### src/rtl/uart_rx_deser_cfg.sv
// uart_rx_deser_cfg: runtime-configurable UART receive deserialiser.
// Supports 5..MAX_WORD_WIDTH data bits, none/even/odd parity, and 1 or 2 stop bits.
// A registered holding stage presents each word with its parity/frame/break status.
// Optional feature macro: UART_RX_MAJORITY_EN. When defined, each bit is the 2-of-3 majority
// of the synced line on the ticks where tick_ctr is 2, 1 and 0. When undefined, one sample
// is taken at tick_ctr==0.
module uart_rx_deser_cfg #(
  parameter int MAX_WORD_WIDTH = 8,
  parameter int OVERSAMPLING   = 16,
  parameter int SYNC_STAGES    = 2
) (
  input  logic                                clk_i,
  input  logic                                rst_i,
  input  logic                                tick_i,
  input  logic                                din_i,
  input  logic [$clog2(MAX_WORD_WIDTH+1)-1:0] cfg_word_len_i,
  input  logic [1:0]                          cfg_parity_i,
  input  logic                                cfg_stop2_i,
  output logic [MAX_WORD_WIDTH-1:0]           dout_o,
  output logic                                dout_valid_o,
  input  logic                                dout_ready_i,
  output logic                                parity_err_o,
  output logic                                frame_err_o,
  output logic                                break_det_o,
  output logic                                overrun_o,
  output logic                                active_o
);

  localparam int WLW = $clog2(MAX_WORD_WIDTH + 1);
  localparam int TCW = $clog2(OVERSAMPLING);

  localparam logic [TCW-1:0] TC_ZERO = {TCW{1'b0}};
  localparam logic [TCW-1:0] TC_ONE  = TCW'(1);
  localparam logic [TCW-1:0] TC_HALF = TCW'(OVERSAMPLING / 2 - 1);
  localparam logic [TCW-1:0] TC_FULL = TCW'(OVERSAMPLING - 1);
  localparam logic [WLW-1:0] WL_ZERO = {WLW{1'b0}};
  localparam logic [WLW-1:0] WL_ONE  = WLW'(1);
  localparam logic [MAX_WORD_WIDTH-1:0] WORD_ZERO = {MAX_WORD_WIDTH{1'b0}};
  localparam logic [MAX_WORD_WIDTH-1:0] WORD_LSB  = MAX_WORD_WIDTH'(1);

  typedef enum logic [2:0] {
    S_IDLE      = 3'd0,
    S_START     = 3'd1,
    S_DATA      = 3'd2,
    S_PARITY    = 3'd3,
    S_STOP1     = 3'd4,
    S_STOP2     = 3'd5,
    S_WAIT_IDLE = 3'd6
  } state_e;

  // Expected parity bit: even parity repeats the data XOR, odd parity inverts it.
  function automatic logic exp_parity(input logic data_xor, input logic odd);
    return data_xor ^ odd;
  endfunction

  state_e                    state_q;
  logic [SYNC_STAGES-1:0]    sync_q;
  logic [TCW-1:0]            tick_ctr_q;
  logic [WLW-1:0]            bit_cnt_q;
  logic [WLW-1:0]            wl_q;
  logic                      par_en_q;
  logic                      par_odd_q;
  logic                      stop2_q;
  logic [MAX_WORD_WIDTH-1:0] shift_q;
  logic                      par_acc_q;
  logic                      perr_f_q;
  logic                      ferr_f_q;
  logic                      brk_f_q;
  logic [MAX_WORD_WIDTH-1:0] dout_q;
  logic                      dout_valid_q;
  logic                      parity_err_q;
  logic                      frame_err_q;
  logic                      break_det_q;
  logic                      overrun_q;

  logic                      din_s;
  logic                      sample_s;
  logic                      mid_s;
  logic                      bit_state_s;
  logic                      complete_s;
  logic                      fin_ferr_s;
  logic                      fin_brk_s;
  logic [MAX_WORD_WIDTH-1:0] bit_mask_s;

  // Metastability chain for the asynchronous serial line; idles high.
  always_ff @(posedge clk_i or posedge rst_i) begin
    if (rst_i) begin
      sync_q <= {SYNC_STAGES{1'b1}};
    end else begin
      sync_q <= {sync_q[SYNC_STAGES-2:0], din_i};
    end
  end

  assign din_s = sync_q[SYNC_STAGES-1];

`ifdef UART_RX_MAJORITY_EN
  logic [1:0] maj_q;

  // 2-of-3 vote over three consecutive samples.
  function automatic logic maj3(input logic a, input logic b, input logic c);
    return (a & b) | (a & c) | (b & c);
  endfunction

  // Capture the two early votes (tick_ctr 2 and 1) of every bit period.
  always_ff @(posedge clk_i or posedge rst_i) begin
    if (rst_i) begin
      maj_q <= 2'b11;
    end else if (tick_i && bit_state_s) begin
      if (tick_ctr_q == TCW'(2)) begin
        maj_q[1] <= din_s;
      end else if (tick_ctr_q == TC_ONE) begin
        maj_q[0] <= din_s;
      end
    end
  end

  assign sample_s = maj3(maj_q[1], maj_q[0], din_s);
`else
  assign sample_s = din_s;
`endif

  assign bit_state_s = (state_q inside {S_START, S_DATA, S_PARITY, S_STOP1, S_STOP2});
  assign mid_s       = tick_i && (tick_ctr_q == TC_ZERO);
  assign fin_ferr_s  = ferr_f_q | ~sample_s;
  assign fin_brk_s   = brk_f_q & ~sample_s;
  assign complete_s  = mid_s && (((state_q == S_STOP1) && !stop2_q) || (state_q == S_STOP2));
  assign bit_mask_s  = WORD_LSB << bit_cnt_q;

  // Frame FSM plus holding stage: bit timing, shifting, error tracking, handshake.
  always_ff @(posedge clk_i or posedge rst_i) begin
    if (rst_i) begin
      state_q      <= S_IDLE;
      tick_ctr_q   <= TC_ZERO;
      bit_cnt_q    <= WL_ZERO;
      wl_q         <= WL_ZERO;
      par_en_q     <= 1'b0;
      par_odd_q    <= 1'b0;
      stop2_q      <= 1'b0;
      shift_q      <= WORD_ZERO;
      par_acc_q    <= 1'b0;
      perr_f_q     <= 1'b0;
      ferr_f_q     <= 1'b0;
      brk_f_q      <= 1'b0;
      dout_q       <= WORD_ZERO;
      dout_valid_q <= 1'b0;
      parity_err_q <= 1'b0;
      frame_err_q  <= 1'b0;
      break_det_q  <= 1'b0;
      overrun_q    <= 1'b0;
    end else begin
      if (tick_i && bit_state_s) begin
        tick_ctr_q <= (tick_ctr_q == TC_ZERO) ? TC_FULL : (tick_ctr_q - TC_ONE);
      end

      case (state_q)
        S_IDLE: begin
          if (tick_i && !din_s) begin
            state_q    <= S_START;
            tick_ctr_q <= TC_HALF;
            wl_q       <= cfg_word_len_i;
            par_en_q   <= cfg_parity_i[0] ^ cfg_parity_i[1];
            par_odd_q  <= cfg_parity_i[1];
            stop2_q    <= cfg_stop2_i;
            bit_cnt_q  <= WL_ZERO;
            shift_q    <= WORD_ZERO;
            par_acc_q  <= 1'b0;
            perr_f_q   <= 1'b0;
            ferr_f_q   <= 1'b0;
            brk_f_q    <= 1'b1;
          end
        end
        S_START: begin
          if (mid_s) begin
            state_q <= sample_s ? S_IDLE : S_DATA;
          end
        end
        S_DATA: begin
          if (mid_s) begin
            if (sample_s) begin
              shift_q <= shift_q | bit_mask_s;
            end
            par_acc_q <= par_acc_q ^ sample_s;
            brk_f_q   <= brk_f_q & ~sample_s;
            if (bit_cnt_q == (wl_q - WL_ONE)) begin
              state_q <= par_en_q ? S_PARITY : S_STOP1;
            end else begin
              bit_cnt_q <= bit_cnt_q + WL_ONE;
            end
          end
        end
        S_PARITY: begin
          if (mid_s) begin
            perr_f_q <= (sample_s != exp_parity(par_acc_q, par_odd_q));
            brk_f_q  <= brk_f_q & ~sample_s;
            state_q  <= S_STOP1;
          end
        end
        S_STOP1: begin
          if (mid_s) begin
            if (stop2_q) begin
              ferr_f_q <= fin_ferr_s;
              brk_f_q  <= fin_brk_s;
              state_q  <= S_STOP2;
            end else begin
              state_q <= fin_brk_s ? S_WAIT_IDLE : S_IDLE;
            end
          end
        end
        S_STOP2: begin
          if (mid_s) begin
            state_q <= fin_brk_s ? S_WAIT_IDLE : S_IDLE;
          end
        end
        S_WAIT_IDLE: begin
          if (din_s) begin
            state_q <= S_IDLE;
          end
        end
        default: begin
          state_q <= S_IDLE;
        end
      endcase

      // Holding stage: a completed word loads if the slot is free or being drained,
      // otherwise it is dropped and overrun pulses.
      overrun_q <= 1'b0;
      if (complete_s) begin
        if (!dout_valid_q || dout_ready_i) begin
          dout_q       <= shift_q;
          dout_valid_q <= 1'b1;
          parity_err_q <= perr_f_q;
          frame_err_q  <= fin_ferr_s;
          break_det_q  <= fin_brk_s;
        end else begin
          overrun_q <= 1'b1;
        end
      end else if (dout_valid_q && dout_ready_i) begin
        dout_valid_q <= 1'b0;
      end
    end
  end

  assign dout_o       = dout_q;
  assign dout_valid_o = dout_valid_q;
  assign parity_err_o = parity_err_q;
  assign frame_err_o  = frame_err_q;
  assign break_det_o  = break_det_q;
  assign overrun_o    = overrun_q;
  assign active_o     = (state_q != S_IDLE);

endmodule

### config.mk
export PLATFORM = sky130hd
export DESIGN_NAME = uart_rx_deser_cfg
export DESIGN_NICKNAME = d
export VERILOG_FILES = /design/src/rtl/uart_rx_deser_cfg.sv
export SDC_FILE = /design/constraint.sdc
export NUM_CORES = 1
export LEC_CHECK = 0
export CAP_MARGIN = 10
export CORE_UTILIZATION = 45
export CTS_BUF_LIST = sky130_fd_sc_hd__clkbuf_8
export DETAILED_ROUTE_END_ITERATION = 8
export MAX_ROUTING_LAYER = met4
export PLACE_DENSITY = 0.75
export SLEW_MARGIN = 20
export SYNTH_ARGS = -nofsm -noshare
export SYNTH_HDL_FRONTEND = slang
export SYNTH_SLANG_ARGS = --single-unit
### constraint.sdc
create_clock -name clk_i -period 2 [get_ports clk_i]
set_input_delay 0.5 -clock clk_i [delete_from_list [all_inputs] [get_ports clk_i]]
set_output_delay 0.5 -clock clk_i [all_outputs]
set_load 0.1 [all_outputs]
==> flow_metrics.py <==
metrics = {
    "place": {
        "portBuffers": 25,
        "dp_cells": 318,
        "dp_hpwl_um": 3140,
        "place.gp.congestion": 0.910,
    },
    "sta": {
        "fmax_mhz": 524,
        "hold_violations": 0,
        "setup_viol": 0,
        "fin_skew_ns": 0.00613,
        "fin_crit_ns": 1.91,
        "slew_viol_final": 0,
        "tightest_slew_ns": 0.425,
        "max_slew_margin": 0.713,
        "rsz0062_at_grt": "no",
        "period_share": 0.954,
    },
    "die": {
        "rows": 25,
        "die_area_um2": 5280,
        "core_um2": 4750,
        "die_y_um": 72.7,
        "die_width_um": 72.7,
        "boundaryPins": 26,
        "initial_core_util": 0.473,
    },
    "finish": {
        "layout-drive-gt1-share": 0.251,
        "synthToLayoutAreaGrowth_pct": 30.6,
        "nets": 279,
        "layout_common_cells": "dfrtp_1, nand2_1, buf_4",
        "final_common_cell": "dfrtp_1",
        "n_antenna_cell": 0,
        "finalNonFillerCells": 326,
    },
    "clocking": {
        "cts_tree": "yes",
        "clk_path_buf_depth": 2,
        "postCtsSetupBuffers": 0,
        "clock_latency_ns": 0.29,
        "cts_max_level": 2,
        "path_clk_slew_ns": 0.08,
        "cts_root_buffer": "clkbuf_8",
        "clock-sinks": 45,
        "cts_buffers": 5,
    },
    "min_path": {
        "hold_class": "flip-flop to flip-flop",
    },
    "worst_setup_path": {
        "crit_type": "flip-flop to output pin",
        "startpoint_type": "flip-flop",
        "worstPathMaxFanout": 10,
        "worstPathArrival_ns": 1.41,
        "worstPathRequired_ns": 1.50,
        "endpoint_kind": "output pin",
    },
    "routing": {
        "vias": 1702,
        "vias_per_cell": 5.22,
        "ant_nets": 0,
        "drc": 0,
        "dr.pass1.iters": 4,
        "wl_um": 4410,
        "post_drt_wl_per_cell_um": 13.5,
        "drtIter0Drc": 113,
    },
    "synthesis": {
        "synth_seq_cells": 45,
        "yosysWarningCount": 0,
        "synth_mux_area_frac": 0.0646,
        "yosys.area_share.simple": 0.169,
        "synth_edf_count": 0,
        "yosysSeqAreaShare": 0.502,
        "synthXorXnorAreaFrac": 0.0373,
        "synth_top_area_cell": "dfrtp_1",
        "synth_top_family_by_area": "simple AND/OR/NAND/NOR gates",
        "synth_compound_area_frac": 0.133,
        "syn_nets": 241,
        "synth_top_area_share": 0.479,
        "synth_area_um2": 2250,
        "async_flop_share": 1.00,
        "syn_inst": 220,
        "synth.area.top_cells": "dfrtp_1, mux2_2, ha_1",
        "synthFlopType": "dfrtp_1",
        "yosys.area_share.adder": 0.0501,
        "syn_avg_cell_area_um2": 10.2,
        "synth.distinct_cells": 45,
    },
    "power_and_ir_drop": {
        "ir_worst_vdd_mv": 1.28,
        "power_uw": 3310,
        "powerDensity_nw_per_um2": 1130,
        "leakagePower_uw": 0.00135,
    },
    "flow_run": {
        "maxCapViolations": 0,
    },
    "grt": {
        "grt_use_total": 0.196,
        "grt-ovfl-total": 0,
        "antenna_found_initial": 0,
        "grt_pass1_vias": 1615,
        "grt_max_degree": 26,
        "grt_pass1_wl_um": 7650,
    },
    "run_status": {
        "status": "complete, no violations",
    },
}
## synthesized netlist by cell type, types with 2 or more instances
master / count
a21oi_1: 10
a31oi_1: 8
and3_1: 2
buf_2: 7
buf_4: 2
clkbuf_1: 3
dfrtp_1: 43
dfstp_2: 2
ha_1: 9
inv_1: 10
mux2_2: 12
nand2_1: 29
nand2b_1: 5
nand3_1: 11
nor2_1: 16
nor2b_1: 5
nor3_1: 2
nor3b_1: 2
o211ai_1: 4
o21ai_0: 8
xnor2_1: 4
xor2_1: 3
## flip-flops by register name (all words and copies together), names as in the netlist, 2 cells and up
signal      flops
bit_cnt_q       4
dout_o          8
shift_q         8
state_q         3
sync_q          2
tick_ctr_q      4
wl_q            4
## worst max-delay path: stages, from the launching register on
cell and delay [ns]:
dfrtp_2 0.49, or3_4 0.44, buf_12 0.18
## worst paths after layout
check | from | endpoint | slack (ns) | cells past startpoint
max reg2reg | tick_ctr_q[0] | state_q[0] | 0.11 | 8
max in group asynchronous | rst_i | state_q[0] | 1.17 | 3
min | sync_q[0] | sync_q[1] | 0.37 | 0
min in group asynchronous | rst_i | dout_o[5] | 0.55 | 3
min reg2reg | sync_q[0] | sync_q[1] | 0.37 | 0
max | state_q[0] | active_o | 0.09 | 2
## repair_timing
action / in CTS / in global routing
hold buffers: 0 / 0
pin swaps: 0 / 2
endpoints found under the setup margin: 1 / 23
gates resized for setup: 2 / 9
## per-layer routing
metal / up-vias / GRT usage / routed length, um
met3: 2 / 0.0470 / 133
met5: - / - / 0
met2: 37 / 0.300 / 2100
li1: 844 / - / -
met4: 0 / 0.0501 / 30
met1: 819 / 0.264 / 2140
## cell type report
type | count | area, um^2
clock inverter | 3 | 38.8
tap | 67 | 83.8
multi-input combinational | 153 | 1060
fill | 391 | 1820
timing repair buffer | 43 | 517
clock buffer | 5 | 68.8
sequential | 45 | 1130
inverter | 10 | 37.5
## metrics by stage
step | worst slack, ns | utilization | TNS [ns] | cell area, um^2 | hold WS, ns
floorplan | 0.0615 | - | 0 | 2250 | 0.345
global placement | -0.205 | 0.586 | -3.94 | 2780 | 0.347
detailed placement | -0.227 | 0.586 | -4.19 | 2780 | 0.356
CTS | 0.0456 | 0.609 | 0 | 2900 | 0.368
global route | 0.00516 | 0.617 | 0 | 2930 | 0.369
finish | 0.0918 | 0.617 | 0 | 2930 | 0.366
## cell families after synthesis
kind of cell             count (synthesis)
adder cells (fa/ha/maj)                  9
multiplexers                            13
XOR/XNOR                                 8
flip-flops                              45
buffers and inverters                   22
AO/OA/AOI/OAI                           44
AND/OR/NAND/NOR                         79
## report_power, final
part           internal [uW]  total [uW]  switching, uW
Sequential              1080        1270            184
Clock                    366         664            298
Combinational            596        1380            786
(Power assumes the default switching activity.)
